<file path="config.mk">
export PLATFORM = sky130hd
export DESIGN_NAME = rv32_imm_gen_pipe
export DESIGN_NICKNAME = d
export VERILOG_FILES = /design/src/rtl/rv32_imm_gen_pipe.sv
export SDC_FILE = /design/constraint.sdc
export NUM_CORES = 1
export LEC_CHECK = 0
export ABC_AREA = 1
export ABC_CLOCK_PERIOD_IN_PS = 2400
export CAP_MARGIN = 10
export CORE_MARGIN = 8
export CORE_UTILIZATION = 52
export CTS_BUF_LIST = sky130_fd_sc_hd__clkbuf_8
export DETAILED_ROUTE_END_ITERATION = 10
export GPL_TIMING_DRIVEN = 0
export HOLD_SLACK_MARGIN = 0.05
export PLACE_DENSITY = 0.95
export SKIP_CTS_REPAIR_TIMING = 1
export SYNTH_ARGS = -nofsm -noshare
export SYNTH_HDL_FRONTEND = slang
export SYNTH_SLANG_ARGS = --single-unit
export TNS_END_PERCENT = 1
</file>
<file path="constraint.sdc">
create_clock -name clk -period 2.4 [get_ports clk]
set_input_delay 0.24 -clock clk [delete_from_list [all_inputs] [get_ports clk]]
set_output_delay 0.24 -clock clk [all_outputs]
set_load 0.02 [all_outputs]
</file>
<file path="src/rtl/rv32_imm_gen_pipe.sv">
// rv32_imm_gen_pipe
//   Decodes the immediate field and instruction format of a raw RV32
//   instruction. The decoded result sits in a one-stage valid/ready
//   pipeline, and a sideband tag travels with each instruction.
//
// Parameters
//   XLEN   immediate width (32 or 64)
//   TAG_W  sideband tag width
//   CNT_W  illegal-instruction counter width (saturating)
//
// Ports
//   clk, rst           clock; synchronous active-high reset
//   in_valid/in_ready  input handshake
//   in_instr, in_tag   instruction word and its tag
//   out_valid/out_ready output handshake
//   out_imm            decoded immediate, sign-extended to XLEN
//   out_fmt            0 R, 1 I, 2 S, 3 B, 4 U, 5 J, 6 Z (CSR zimm), 7 illegal
//   out_tag            tag of the instruction on out_*
//   illegal_cnt        number of format-7 instructions delivered downstream
//
// Configuration
//   PITO_IMM_SKID_EN   when defined, in_ready comes from a register and a
//                      2-entry buffer (output register + skid entry)
//                      absorbs the in-flight instruction. When undefined,
//                      there is a single output register and in_ready is
//                      combinational.
module rv32_imm_gen_pipe #(
  parameter int unsigned XLEN  = 32,
  parameter int unsigned TAG_W = 5,
  parameter int unsigned CNT_W = 16
) (
  input  logic             clk,
  input  logic             rst,
  input  logic             in_valid,
  output logic             in_ready,
  input  logic [31:0]      in_instr,
  input  logic [TAG_W-1:0] in_tag,
  output logic             out_valid,
  input  logic             out_ready,
  output logic [XLEN-1:0]  out_imm,
  output logic [2:0]       out_fmt,
  output logic [TAG_W-1:0] out_tag,
  output logic [CNT_W-1:0] illegal_cnt
);

  typedef enum logic [2:0] {
    FMT_R   = 3'd0,
    FMT_I   = 3'd1,
    FMT_S   = 3'd2,
    FMT_B   = 3'd3,
    FMT_U   = 3'd4,
    FMT_J   = 3'd5,
    FMT_Z   = 3'd6,
    FMT_ILL = 3'd7
  } fmt_e;

  // Decode
  // The immediate is built as 32 bits and then sign-extended to XLEN.
  // Z and R values have bit 31 clear, so the same extension leaves them
  // zero-extended.
  logic [31:0]     dec_imm32;
  fmt_e            dec_fmt;
  logic [XLEN-1:0] dec_imm;

  always_comb begin
    dec_fmt   = FMT_ILL;
    dec_imm32 = {{20{in_instr[31]}}, in_instr[31:20]};
    // Every legal opcode ends in 2'b11, so instructions whose low bits are
    // not 2'b11 fall through to the default (illegal) case.
    case (in_instr[6:0])
      7'b1100111, 7'b0000011, 7'b0010011, 7'b0001111: dec_fmt = FMT_I;
      7'b1110011: begin
        dec_fmt   = FMT_Z;
        dec_imm32 = {27'd0, in_instr[19:15]};
      end
      7'b0100011: begin
        dec_fmt   = FMT_S;
        dec_imm32 = {{20{in_instr[31]}}, in_instr[31:25], in_instr[11:7]};
      end
      7'b1100011: begin
        dec_fmt   = FMT_B;
        dec_imm32 = {{19{in_instr[31]}}, in_instr[31], in_instr[7],
                     in_instr[30:25], in_instr[11:8], 1'b0};
      end
      7'b0110111, 7'b0010111: begin
        dec_fmt   = FMT_U;
        dec_imm32 = {in_instr[31:12], 12'd0};
      end
      7'b1101111: begin
        dec_fmt   = FMT_J;
        dec_imm32 = {{11{in_instr[31]}}, in_instr[31], in_instr[19:12],
                     in_instr[20], in_instr[30:21], 1'b0};
      end
      7'b0110011, 7'b0111011, 7'b0011011: begin
        dec_fmt   = FMT_R;
        dec_imm32 = '0;
      end
      default: ;
    endcase
  end

  assign dec_imm = XLEN'($signed(dec_imm32));

  logic in_fire;
  logic out_fire;

  assign in_fire  = in_valid && in_ready;
  assign out_fire = out_valid && out_ready;

`ifdef PITO_IMM_SKID_EN
  // The output register is the head entry and the skid register is the
  // second entry. in_ready is registered, so it is computed from the
  // occupancy the buffer will have after this edge: it drops only when
  // both entries will be full.
  logic             rdy_q;
  logic             skid_valid;
  logic [XLEN-1:0]  skid_imm;
  fmt_e             skid_fmt;
  logic [TAG_W-1:0] skid_tag;

  assign in_ready = rdy_q;

  always_ff @(posedge clk) begin
    if (rst) begin
      out_valid  <= 1'b0;
      out_imm    <= '0;
      out_fmt    <= FMT_R;
      out_tag    <= '0;
      skid_valid <= 1'b0;
      skid_imm   <= '0;
      skid_fmt   <= FMT_R;
      skid_tag   <= '0;
      rdy_q      <= 1'b1;
    end else begin
      if (out_fire) begin
        if (skid_valid) begin
          // The buffer is full here, so in_ready is low and no push can
          // happen in the same cycle.
          out_imm    <= skid_imm;
          out_fmt    <= skid_fmt;
          out_tag    <= skid_tag;
          skid_valid <= 1'b0;
        end else if (in_fire) begin
          out_imm <= dec_imm;
          out_fmt <= dec_fmt;
          out_tag <= in_tag;
        end else begin
          out_valid <= 1'b0;
        end
      end else if (in_fire) begin
        if (!out_valid) begin
          out_valid <= 1'b1;
          out_imm   <= dec_imm;
          out_fmt   <= dec_fmt;
          out_tag   <= in_tag;
        end else begin
          skid_valid <= 1'b1;
          skid_imm   <= dec_imm;
          skid_fmt   <= dec_fmt;
          skid_tag   <= in_tag;
        end
      end
      rdy_q <= !((skid_valid && !out_fire) ||
                 (out_valid && in_fire && !out_fire));
    end
  end
`else
  assign in_ready = !out_valid || out_ready;

  always_ff @(posedge clk) begin
    if (rst) begin
      out_valid <= 1'b0;
      out_imm   <= '0;
      out_fmt   <= FMT_R;
      out_tag   <= '0;
    end else if (in_ready) begin
      out_valid <= in_valid;
      if (in_valid) begin
        out_imm <= dec_imm;
        out_fmt <= dec_fmt;
        out_tag <= in_tag;
      end
    end
  end
`endif

  always_ff @(posedge clk) begin
    if (rst) begin
      illegal_cnt <= '0;
    end else if (out_fire && (out_fmt == FMT_ILL) && (illegal_cnt != '1)) begin
      illegal_cnt <= illegal_cnt + CNT_W'(1);
    end
  end

endmodule

</file>
==> run metrics, run 1 <==
worst path arrival time=2.14 ns; Detailed Routing Iterations Pass 1=5; WL/cell=15.4 um; htree depth=3; leak pwr=1.91 nW; layout cells sized above 1=8.58%; first-pass GRT wire length=17200 um; Die W=93.7 um; Worst slew margin=62.5%; clock slew at reported path FFs=0.07 ns; routability cong.=0.996; origin of the worst min-delay path=rst; WP data required=2.64 ns; cell family with most CP delay=simple AND/OR/NAND/NOR gates; crit-path cells=ha_1 -> nand3_1 -> nor3_2 -> nand3_1 -> nand2_1 -> buf_2 -> o21ai_0 -> nand2_1 -> nor2_1; DRT iter0 DRCs=180; clock group share of total power=37.3%; Clock Latency Late Sink=0.35 ns; Core ar.=5890 um2; post-synthesis xor/xnor area fraction=1.67%; Initial Util=53.4%; PD cells=553 nW/um2; Final Slew Violations=0; Period minus WS final=1.90 ns; Synth Flop Type=dfxtp_1; Peak VDD IR=0.496 mV; Slowest-stage cell, CP=dfxtp_1; # diodes=0; Critical Path End Type=flip-flop; crit path from=illegal_cnt[0]; part of the Yosys area used for sequential elements=36.3%; WL final=10500 um; placed inst area=4210 um2; fin util=74.8%; complex-gate fraction of the synthesized area=10.3%; synth unique cells=29; fmax=0.526 GHz; RSZ-0062 raised after global routing=false; number of flops mapped to enable cells by yosys=0; critical path type=reg -> reg; Reg power frac=42.5%; Synth top cells by count=107 x nand2_1, 88 x nor2_1, 57 x dfxtp_1, 57 x inv_1, 40 x nand3_1; Avg Cell Area, Syn=6.37 um2; nature of the critical path startpoint=flip-flop; Routed Antenna Nets=0; Internal=1.72 mW; area of the multi-input gates=1650 um2; final worst-path cycle share=79.1%; CTS Buffer Depth=2; Avg Vias per Cell=5.41; DRC=0; Synth Area in Adders=0.398%; slew at the pin with the worst max-slew slack=0.562 ns; HPWL Detailed=7940 um; hold crit path type=in -> reg; FFs w/ async S/R, synth=0%; largest net degree at the start of global routing=11; Yosys top cell area share=36.3%; largest family of logic cells by synthesized area=simple AND/OR/NAND/NOR gates; Clock Skews=0.00914 ns; initial antenna violation count=0; Synthesized Nets=535; buffer and inverter count on the worst path=1; combinational power share=20.2%; CTS tree=done; Cell Rows=28; vias=3682; remaining global-route overflow=0; switching share of power=29.3%; Final Instance Area=4400 um2; register bit total from synthesis=57; Die ar.=8790 um2; Die Y=93.7 um; status=finished clean; CTS Sinks=57; post-synthesis simple-gate area fraction=40.3%; Total Routing Usage GR=24.2%; Syn-to-layout area delta=40.1%; CTS buffer count=9; CP peak stage delay=0.42 ns; number of global-route vias before repair=3806; Syn Inst Count=493; final hold slack=0.387 ns; clock root buffer=clkbuf_8; Yosys top cell by area=dfxtp_1; synth top area cells=dfxtp_1 36%, nand2_1 13%, nor2_1 11%; port bufs=97; Mapped Area=3140 um2; synth warn=0; final setup fails=0; Fin. Hold Viols=0; most frequent cell after synthesis=nand2_1; Nets=643; I/O pins=99; Sequential Area=1140 um2; RR Startpoint=illegal_cnt[0]; CP Max Fanout=10; final setup TNS=0 ns; NetSw=713 uW; portion of netlist area occupied by mux cells=0%; fill count=459; max_cap viols=0
final timing paths:
path                         end  slack [ns]  cells past startpoint
setup / recovery  illegal_cnt[2]        0.50                      9
hold / removal       out_imm[12]        0.39                      4
setup reg to reg  illegal_cnt[2]        0.50                      9
hold reg to reg       out_imm[3]        0.47                      2
worst register-to-register path, stage by stage (launching register included):
cell     delay (ns)
dfxtp_1        0.42
ha_1           0.24
nand3_1        0.17
nor3_2         0.24
nand3_1        0.13
nand2_1        0.11
buf_2          0.24
o21ai_0        0.11
nand2_1        0.08
nor2_1         0.05
area by class of cell:
| cell class | instances | area share (%) |
|---|---|---|
| Timing Repair Buffer | 97 | 22.1 |
| Sequential cell | 57 | 25.9 |
| Tap cell | 75 | 2.13 |
| Multi-Input combinational cell | 351 | 37.5 |
| Clock buffer | 10 | 3.13 |
| Buffer | 21 | 2.44 |
| Inverter | 64 | 5.46 |
| Clock inverter | 6 | 1.34 |
cells in the final DEF, fill, tap and decap left out, types with 3 or more instances in the layout:
master / synthesis / layout
clkbuf_1: 10 / 10
nand2_2: 9 / 9
nand2_1: 107 / 107
nor2_4: 4 / 4
nor3_1: 15 / 15
nor2_1: 88 / 88
clkdlybuf4s50_1: 0 / 97
inv_1: 57 / 58
buf_2: 5 / 5
dfxtp_1: 57 / 57
a21oi_1: 32 / 32
o21ai_0: 24 / 24
xor2_1: 4 / 4
buf_6: 3 / 3
nor2_2: 3 / 3
nand4_1: 11 / 11
inv_2: 7 / 7
clkbuf_8: 0 / 10
nand3_1: 40 / 40
buf_1: 3 / 3
registers in the layout, summed over array words and instances (netlist names):
signal	flops
out_fmt	3
out_imm	32
illegal_cnt	16
out_valid	1
out_tag	5
logic make-up after synthesis:
| logic type | Yosys count |
|---|---|
| AOI/OAI and AO/OA | 61 |
| adders and majority gates | 1 |
| DFF | 57 |
| xor gates and xnor gates | 6 |
| and+or+nand+nor | 283 |
| buffers and inverters | 85 |
stage by stage:
step	power [mW]	instances	setup WS [ns]
finish	2.43	681	0.500
global route	2.53	681	0.419
CTS	2.43	681	0.554
detailed placement	1.54	665	0.362
global placement	1.53	665	0.416
floorplan	1.30	493	0.748
metal layers:
metal | vias to the layer above | part of all wire [%] | track usage, %
li1 | 1779 | - | -
met1 | 1670 | 36 | 24.2
met2 | 198 | 50 | 42.9
met3 | 35 | 11 | 9.83
met4 | 0 | 3.0 | 11.0
met5 | - | 0 | 0
power groups by stage:
| stage | clock network, mW | registers (mW) | logic, mW |
|---|---|---|---|
| after floorplan | 0 | 1.12 | 0.178 |
| after global placement | 0 | 1.05 | 0.475 |
| after detailed placement | 0 | 1.05 | 0.489 |
| after CTS | 0.908 | 1.03 | 0.492 |
| after global routing | 0.959 | 1.04 | 0.532 |
| final | 0.909 | 1.03 | 0.491 |
Note: power is estimated with default switching activity, not from simulation.
==> run 2: changes to the inputs <==
--- a/config.mk
+++ b/config.mk
@@ -6,15 +6,15 @@
 export NUM_CORES = 1
 export LEC_CHECK = 0
 export ABC_AREA = 1
-export ABC_CLOCK_PERIOD_IN_PS = 2400
+export ABC_CLOCK_PERIOD_IN_PS = 2000
 export CAP_MARGIN = 10
 export CORE_MARGIN = 8
-export CORE_UTILIZATION = 52
+export CORE_UTILIZATION = 48
 export CTS_BUF_LIST = sky130_fd_sc_hd__clkbuf_8
 export DETAILED_ROUTE_END_ITERATION = 10
 export GPL_TIMING_DRIVEN = 0
 export HOLD_SLACK_MARGIN = 0.05
-export PLACE_DENSITY = 0.95
+export PLACE_DENSITY = 0.9
 export SKIP_CTS_REPAIR_TIMING = 1
 export SYNTH_ARGS = -nofsm -noshare
 export SYNTH_HDL_FRONTEND = slang
==> constraint.sdc (replaced) <==
create_clock -name clk -period 2 [get_ports clk]
set_input_delay 0.2 -clock clk [delete_from_list [all_inputs] [get_ports clk]]
set_output_delay 0.2 -clock clk [all_outputs]
set_load 0.02 [all_outputs]
==> run 2 against run 1 <==
Global-route usage down 2.6 points; clock-buffer cell count down 1; sequential power up 20%; final cell count up 0.15%; critical path type is now reg -> out.
==> run metrics, run 2 (synthesized netlist as in run 1, its figures left out) <==
hold crit path type=in -> reg; fill count=538; reg2reg setup slack=0.22 ns; nature of the critical path startpoint=flip-flop; initial antenna violation count=0; Die Y=96.9 um; Final Slew Violations=0; WP data required=1.80 ns; HPWL Detailed=8000 um; Worst R2R End=illegal_cnt[1]; cell family with most CP delay=buffers and inverters; DRC=0; routability cong.=0.962; leak pwr=1.92 nW; CTS buffer count=9; CTS tree=done; final worst-path cycle share=90.1%; critical path type=reg -> out; number of global-route vias before repair=3627; first-pass GRT wire length=17100 um; Sequential Area=1140 um2; fmax=0.555 GHz; Core ar.=6350 um2; most frequent cells in the layout=107 x nand2_1, 97 x clkdlybuf4s50_1, 88 x nor2_1; Worst slew margin=63.4%; Die W=96.9 um; placed insts=667; Largest regs=out_imm (32), illegal_cnt (16), out_tag (5); Avg Vias per Cell=5.24; CTS Sinks=57; # diodes=0; htree depth=3; WL met3=869 um; crit path from=out_valid; WL/cell=15.1 um; DRT iter0 DRCs=191; max_cap viols=0; remaining global-route overflow=0; status=finished clean; placed inst area=4210 um2; Die ar.=9390 um2; crit-path cells=inv_1 -> or2_2 -> clkdlybuf4s50_1; I/O pins=99; vias=3577; buffer and inverter count on the worst path=2; routed wl met2=4990 um; layout cells sized above 1=8.76%; Critical Path End=in_ready; critical path depth=3; Biggest register=out_imm; Period minus WS final=1.80 ns; port bufs=97; commonest non-fill, non-tap cell in the layout=nand2_1; final setup fails=0; CP peak stage delay=0.55 ns; RSZ-0062 raised after global routing=false; Final Instance Area=4420 um2; Nets=643; Critical Path End Type=output port; PD cells=681 nW/um2; top routing layer in use=met4; slew at the pin with the worst max-slew slack=0.549 ns; CTS Buffer Depth=2; max reg flops=32; clock root buffer=clkbuf_8; final setup TNS=0 ns; Peak VDD IR=0.518 mV; Total Routing Usage GR=21.6%; CP Max Fanout=3; Slowest-stage cell, CP=clkdlybuf4s50_1; RR Startpoint=illegal_cnt[1]; Cell Rows=29; met1 wire length=4160 um; clock slew at reported path FFs=0.07 ns; R2R cell count=8; Initial Util=49.5%; total chip power=3.01 mW; worst path arrival time=1.60 ns; Routed Antenna Nets=0; WL final=10300 um; Detailed Routing Iterations Pass 1=5; largest net degree at the start of global routing=11; Clock Skews=0.00917 ns; area of the multi-input gates=1650 um2; Non-Filler Instances=682; Fin. Hold Viols=0; Syn-to-layout area delta=40.6%; Clock Latency Late Sink=0.35 ns
[run 2: cell types whose count changed in the layout (fill, tap and decap cells not counted), sizes merged]
| cell | change |
|---|---|
| clkinvlp | -2 |
| inv | -1 |
| clkinv | +2 |
| bufinv | +1 |
| clkbuf | -1 |
[run 2: power by group]
| group | switching, mW | total [mW] | internal, mW |
|---|---|---|---|
| clock network | 0.490 | 1.18 | 0.689 |
| logic | 0.323 | 0.587 | 0.264 |
| registers | 0.0401 | 1.24 | 1.20 |
| total | 0.854 | 3.01 | 2.16 |
[run 2: worst min-delay path, delay by kind of cell]
kind,cells,cell delay (ns)
buffers and inverters,2,0.25
AND/OR/NAND/NOR,2,0.20
[run 2: layout make-up]
type / count / area share, %
multi-input combinational: 351 / 37.4
buffer: 21 / 2.44
clock buffer: 9 / 2.80
clock inverter: 6 / 1.90
timing repair buffer: 97 / 22.0
inverter: 64 / 5.44
sequential: 57 / 25.9
tap: 77 / 2.18
[run 2: worst min-delay path by stage]
| stage | start | to | depth (start not counted) |
|---|---|---|---|
| finish | rst | out_imm[11] | 4 |
| global route | rst | out_imm[11] | 4 |
| CTS | rst | out_imm[11] | 4 |
| detailed placement | out_imm[3] | out_imm[3] | 2 |
| global placement | out_imm[3] | out_imm[3] | 2 |
| floorplan | in_instr[30] | out_imm[10] | 2 |
[run 2: stage by stage]
stage	hold WS, ns	util, %	setup WS (ns)
6_report	0.341	69.6	0.197
3_5_place_dp	0.459	66.3	0.000578
5_1_grt	0.399	69.6	0.00576
4_1_cts	0.339	69.6	0.178
2_1_floorplan	0.343	-	0.348
3_3_place_gp	0.459	66.3	0.0417
[run 2: routing by layer]
metal	up-vias	global-route usage [%]
li1	1778	-
met1	1624	23.3
met2	156	37.6
met3	19	7.11
met4	0	9.23
met5	-	0
